**src/rtl/pll_supervisor_pkg.sv**
```systemverilog
// Shared types and sizing helpers for the PLL lock supervisor.
// Also used by the clock-generator wrappers that embed it.
package pll_supervisor_pkg;

  typedef enum logic [2:0] {
    S_IDLE,
    S_PLL_RESET,
    S_WAIT_LOCK,
    S_STABILISE,
    S_RELEASE,
    S_RUNNING,
    S_FAILED
  } state_t;

  function automatic int cnt_width(
    input int a,
    input int b,
    input int c,
    input int d
  );
    int m;
    m = a;
    if (b > m) m = b;
    if (c > m) m = c;
    if (d > m) m = d;
    return (m < 2) ? 1 : $clog2(m);
  endfunction

endpackage

```
**src/rtl/sync_2flop.sv**
```systemverilog
// Two-stage synchroniser for a single asynchronous level.
// Resets to 0 so a freshly reset design never sees a stale 1.
module sync_2flop (
  input  logic clk,
  input  logic reset_n,
  input  logic d,
  output logic q
);

  logic meta;

  always_ff @(posedge clk or negedge reset_n) begin
    if (!reset_n) begin
      meta <= 1'b0;
      q    <= 1'b0;
    end else begin
      meta <= d;
      q    <= meta;
    end
  end

endmodule

```
**src/rtl/pll_lock_supervisor.sv**
```systemverilog
// PLL bring-up and recovery: reset pulse, lock wait with retry,
// stability check, then staggered release of domain resets.
module pll_lock_supervisor
  import pll_supervisor_pkg::*;
#(
  parameter int NUM_DOMAINS    = 4,
  parameter int RESET_CYCLES   = 16,
  parameter int LOCK_TIMEOUT   = 65536,
  parameter int STABLE_CYCLES  = 1024,
  parameter int STAGGER_CYCLES = 8,
  parameter int MAX_RETRIES    = 3
) (
  input  logic                   clk,
  input  logic                   reset_n,
  input  logic                   enable,
  input  logic                   pll_locked,
  output logic                   pll_rst,
  output logic [NUM_DOMAINS-1:0] domain_reset_n,
  output logic                   running,
  output logic                   failed,
  output logic [3:0]             retry_count,
  output logic [7:0]             lock_loss_count
);

  localparam int LAST = (NUM_DOMAINS - 1) * STAGGER_CYCLES;
  localparam int CW = cnt_width(RESET_CYCLES, LOCK_TIMEOUT,
                                STABLE_CYCLES, LAST + 1);

  typedef logic [CW-1:0] cnt_t;

  state_t                   state, state_d;
  cnt_t                     cnt, cnt_d, cnt_inc;
  logic [NUM_DOMAINS-1:0]   mask_d;
  logic [3:0]               retry_d, retry_inc;
  logic [7:0]               loss_d;
  logic                     locked_s;

  sync_2flop u_sync (
    .clk     (clk),
    .reset_n (reset_n),
    .d       (pll_locked),
    .q       (locked_s)
  );

  // Domains whose release slot coincides with counter value c
  function automatic logic [NUM_DOMAINS-1:0] hit(input cnt_t c);
    logic [NUM_DOMAINS-1:0] h;
    h = '0;
    for (int i = 0; i < NUM_DOMAINS; i++)
      if (32'(c) == i * STAGGER_CYCLES) h[i] = 1'b1;
    return h;
  endfunction

  assign cnt_inc   = cnt + CW'(1);
  assign retry_inc = retry_count + 4'd1;

  always_comb begin
    state_d = state;
    cnt_d   = cnt;
    mask_d  = domain_reset_n;
    retry_d = retry_count;
    loss_d  = lock_loss_count;
    if (!enable) begin
      state_d = S_IDLE;
      cnt_d   = '0;
      mask_d  = '0;
      retry_d = '0;
    end else begin
      unique case (state)
        S_IDLE: begin
          state_d = S_PLL_RESET;
          cnt_d   = '0;
        end
        S_PLL_RESET: begin
          if (cnt == CW'(RESET_CYCLES - 1)) begin
            state_d = S_WAIT_LOCK;
            cnt_d   = '0;
          end else begin
            cnt_d = cnt_inc;
          end
        end
        S_WAIT_LOCK: begin
          if (locked_s) begin
            state_d = S_STABILISE;
            cnt_d   = '0;
          end else if (cnt == CW'(LOCK_TIMEOUT - 1)) begin
            retry_d = retry_inc;
            cnt_d   = '0;
            state_d = (retry_inc == 4'(MAX_RETRIES)) ?
                      S_FAILED : S_PLL_RESET;
          end else begin
            cnt_d = cnt_inc;
          end
        end
        S_STABILISE: begin
          if (!locked_s) begin
            state_d = S_WAIT_LOCK;
            cnt_d   = '0;
          end else if (cnt == CW'(STABLE_CYCLES - 1)) begin
            cnt_d  = '0;
            mask_d = hit('0);
            if (LAST == 0) begin
              state_d = S_RUNNING;
              retry_d = '0;
            end else begin
              state_d = S_RELEASE;
            end
          end else begin
            cnt_d = cnt_inc;
          end
        end
        S_RELEASE, S_RUNNING: begin
          if (!locked_s) begin
            state_d = S_PLL_RESET;
            cnt_d   = '0;
            mask_d  = '0;
            if (lock_loss_count != 8'hff)
              loss_d = lock_loss_count + 8'd1;
          end else if (state == S_RELEASE) begin
            cnt_d  = cnt_inc;
            mask_d = domain_reset_n | hit(cnt_inc);
            if (32'(cnt_inc) == LAST) begin
              state_d = S_RUNNING;
              retry_d = '0;
            end
          end
        end
        S_FAILED: state_d = S_FAILED;
        default: begin
          state_d = S_IDLE;
          cnt_d   = '0;
          mask_d  = '0;
        end
      endcase
    end
  end

  always_ff @(posedge clk or negedge reset_n) begin
    if (!reset_n) begin
      state           <= S_IDLE;
      cnt             <= '0;
      pll_rst         <= 1'b1;
      domain_reset_n  <= '0;
      running         <= 1'b0;
      failed          <= 1'b0;
      retry_count     <= '0;
      lock_loss_count <= '0;
    end else begin
      state           <= state_d;
      cnt             <= cnt_d;
      pll_rst         <= state_d inside {S_IDLE, S_PLL_RESET, S_FAILED};
      domain_reset_n  <= mask_d;
      running         <= (state_d == S_RUNNING);
      failed          <= (state_d == S_FAILED);
      retry_count     <= retry_d;
      lock_loss_count <= loss_d;
    end
  end

endmodule

```
**config.mk**
```make
export PLATFORM = sky130hd
export DESIGN_NAME = pll_lock_supervisor
export DESIGN_NICKNAME = d
export VERILOG_FILES = /design/src/rtl/pll_supervisor_pkg.sv /design/src/rtl/sync_2flop.sv /design/src/rtl/pll_lock_supervisor.sv
export SDC_FILE = /design/constraint.sdc
export NUM_CORES = 1
export LEC_CHECK = 0
export BUFFER_PORTS_ARGS = -buffer_cell sky130_fd_sc_hd__buf_2
export CAP_MARGIN = 20
export CORE_MARGIN = 8
export CORE_UTILIZATION = 50
export CTS_BUF_LIST = sky130_fd_sc_hd__clkbuf_16
export DETAILED_ROUTE_END_ITERATION = 7
export GPL_ROUTABILITY_DRIVEN = 0
export PLACE_DENSITY_LB_ADDON = 0.25
export SLEW_MARGIN = 20
export SYNTH_ARGS = -nofsm -noshare
export SYNTH_HDL_FRONTEND = slang
export SYNTH_SLANG_ARGS = --single-unit
```
**constraint.sdc**
```tcl
create_clock -name clk -period 3.61 [get_ports clk]
set_input_delay 0.361 -clock clk [delete_from_list [all_inputs] [get_ports clk]]
set_output_delay 0.361 -clock clk [all_outputs]
set_load 0.03 [all_outputs]
```
==> results.md <==
- Number of antenna repair diodes: 0
- First-pass DRT Iterations: 4
- M1 WL: 2830 um
- Area taken by flip-flops and latches: 1000 um^2
- Post_cts resized: 0
- Post-DP HPWL: 4330 um
- Grt ovf: 0
- Slew headroom: 40.2%
- CP required: 3.75 ns
- Slowest stage delay, CP: 0.43 ns
- Highest Signal Layer: met4
- Placed insts: 381
- Top cells by area, synth: dfrtp_1 37%, nand2_1 5.4%, nor2_1 4.1%, o21ai_0 4.0%, xnor2_1 3.3%
- Row cnt: 26
- Multi-input logic area: 1510 um^2
- Crit. End Element: register
- Most used DFF post-synth: dfrtp_1
- Tightest Pin Transition: 0.898 ns
- Total power divided by cell area: 337 nW/um^2
- 1st-iter DRT viols: 189
- CP max stage cell: dfrtp_1
- Max-cap violations: 0
- Worst Setup Start Kind: register
- Setup Skew: 0.00356 ns
- LEAKAGE: 1.25 nW
- Setup TNS: 0 ns
- Clock-pin transition on the worst setup and hold timing paths: 0.06 ns
- Starting density of the core: 52.0%
- I/O pin total: 23
- Routed WL: 6110 um
- Hold-fix buffers, CTS: 0
- Overall Power: 989 uW
- Fin crit share: 71.3%
- Top cell type's share of synthesized area: 36.7%
- CP Cell Sequence: ha_1 -> nand3_2 -> nor3_1 -> a21oi_1 -> o211a_1 -> nor2_1 -> o211ai_1
- P&R area growth vs syn: 10.4%
- Run status: finished clean
- Residual DRC: 0
- Post-synthesis async set-or-reset flop share: 100%
- Worst min path class: input pin to register
- Worst setup margin: 1.04 ns
- Die Ht: 88.9 um
- Final hold violations: 0
- Area leader, netlist: dfrtp_1
- Post-Syn Area: 2660 um^2
- Arr. time, crit path: 2.72 ns
- Postcts setup bufs: 0
- Worst Hold Slack: 0.187 ns
- Pre-CTS WS: 1.05 ns
- Core ar.: 5110 um^2
- Largest net degree at the start of global routing: 41
- # setup viols final: 0
- Cell variety after synth: 65
- Post-route insts no fill: 389
- Minimum clock period: 2.57 ns
- Final core occ: 57.4%
- Pins Over Slew Limit: 0
- Number of enable flip-flop cells after synthesis: 0
- Crit-path max FO: 16
- Peak supply drop: 0.388 mV
- Vias in the first global route: 2166
- Met2 wire length: 2820 um
- Total CTS buffers: 5
- H-tree lvl count: 2
- Mapped Cells: 305
- Number of port buffers: 22
- Layout cells sized above 1: 16.0%
- Fmax: 389 MHz
- TritonCTS clock tree: done
- Post-Syn Area per Cell: 8.71 um^2
- Synth Register Bits: 40
- Die span in x: 88.9 um
- WS Path Type: register to register
- Post-synthesis sequential area ratio: 37.7%
- Post-DRT Antenna Nets: 0
- Dpl cell area: 2770 um^2
- DR WL/cell: 15.7 um
- Antenna violations before repair: 0
- RSZ-0062 raised after global routing: false
- Fillers: 458
- Syn Nets: 314
- Clk buf depth: 2
- Via-to-Cell Ratio: 5.90
- Layout net count: 327
- DR WL met3: 384 um
- YS warnings: 0
- Via count: 2296
- Area of the die: 7900 um^2
- Fin area: 2930 um^2
- First-pass GRT wire length: 10500 um
- CTS root buffer: clkbuf_16
- GRT Util Overall: 16.8%
- CTS Sinks: 40
- Clock latency on the worst-skew pair: 0.28 ns
==> path summary, 6_finish.rpt <==
path / slack [ns] / startpoint / endpoint / cells after the start
setup / recovery: 1.04 / cnt[1] / cnt[15] / 7
hold / removal: 0.19 / pll_locked / u_sync.meta / 1
setup reg to reg: 1.04 / cnt[1] / cnt[15] / 7
hold reg to reg: 0.35 / u_sync.meta / u_sync.q / 0
max in group asynchronous: 2.84 / reset_n / state[0] / 1
min in group asynchronous: 0.21 / reset_n / cnt[6] / 1
==> synthesized netlist by cell type (2+ instances only) <==
master and count:
a21boi_0 2, a21oi_1 6, a22o_1 2, a22oi_1 5, a31o_2 2, a31oi_1 3, and2_1 3, and3_1 2
and4_1 2, buf_2 8, buf_6 3, clkbuf_1 6, dfrtp_1 39, ha_1 5, inv_1 12, mux2_2 2
mux2i_1 2, nand2_1 38, nand2b_1 4, nand3_1 17, nand4_1 7, nor2_1 29, nor2b_1 5, nor3_1 9
nor4_1 2, nor4_4 2, o211ai_1 5, o21a_1 2, o21ai_0 21, o21bai_1 2, o22ai_1 5, o31ai_1 5
or3_4 2, xnor2_1 10, xor2_1 6
==> flip-flops by register name (all words and copies together), names as in the netlist <==
| signal | count |
|---|---|
| pll_rst | 1 |
| retry_count | 4 |
| u_sync.meta | 1 |
| cnt | 16 |
| domain_reset_n | 4 |
| lock_loss_count | 8 |
| failed | 1 |
| u_sync.q | 1 |
| state | 3 |
| running | 1 |
==> worst max-delay path, delay by kind of cell (launching register included) <==
kind | cells | cell delay [ns]
AND/OR/NAND/NOR | 3 | 1.00
flip-flops | 1 | 0.43
AO/OA/AOI/OAI | 3 | 0.74
adder cells (fa/ha/maj) | 1 | 0.27
==> per-layer routing <==
layer / vias to the layer above / GRT usage (%)
met4: 0 / 4.92
met5: - / 0
met1: 1095 / 22.8
li1: 1130 / -
met2: 65 / 25.9
met3: 6 / 3.86
==> cells by family after synthesis <==
kind of cell	after synthesis	synth area share, %
AOI/OAI and AO/OA	74	19.4
and+or+nand+nor	136	28.0
muxes	4	1.60
DFF	40	37.7
buffers and inverters	30	5.60
adders and majority gates	5	2.35
xor gates and xnor gates	16	5.27
==> area by class of cell <==
class | instances | area share, %
clock buffers | 5 | 4.26
clock inverters | 3 | 1.45
multi-input cells | 235 | 51.3
inverters | 12 | 1.54
repair buffers | 24 | 4.26
well taps | 70 | 2.99
flip-flops and latches | 40 | 34.2
==> layout by cell type, fill, tap and decap left out, drive strengths merged, types with 3 or more instances in the layout <==
| cell type | count |
|---|---|
| ha | 5 |
| o21ai | 21 |
| xnor2 | 10 |
| a21oi | 7 |
| nand2b | 4 |
| nor3 | 10 |
| o211ai | 5 |
| and3 | 3 |
| nand2 | 38 |
| nand4 | 8 |
| nor2 | 29 |
| clkbuf | 5 |
| a22oi | 5 |
| a31oi | 3 |
| xor2 | 6 |
| nand3 | 18 |
| nor4 | 5 |
| buf | 24 |
| dfrtp | 39 |
| and2 | 3 |
| nor2b | 5 |
| o22ai | 5 |
| or3 | 3 |
| inv | 12 |
| o31ai | 5 |
==> where the power goes <==
group          total (mW)  switching (mW)  internal (mW)  leakage, nW
clock network       0.498           0.174          0.324       0.0798
logic              0.0322          0.0230        0.00920        0.621
registers           0.459         0.00689          0.452        0.547
total               0.989           0.204          0.785         1.25
No activity file was read; power rests on OpenSTA's default activity.
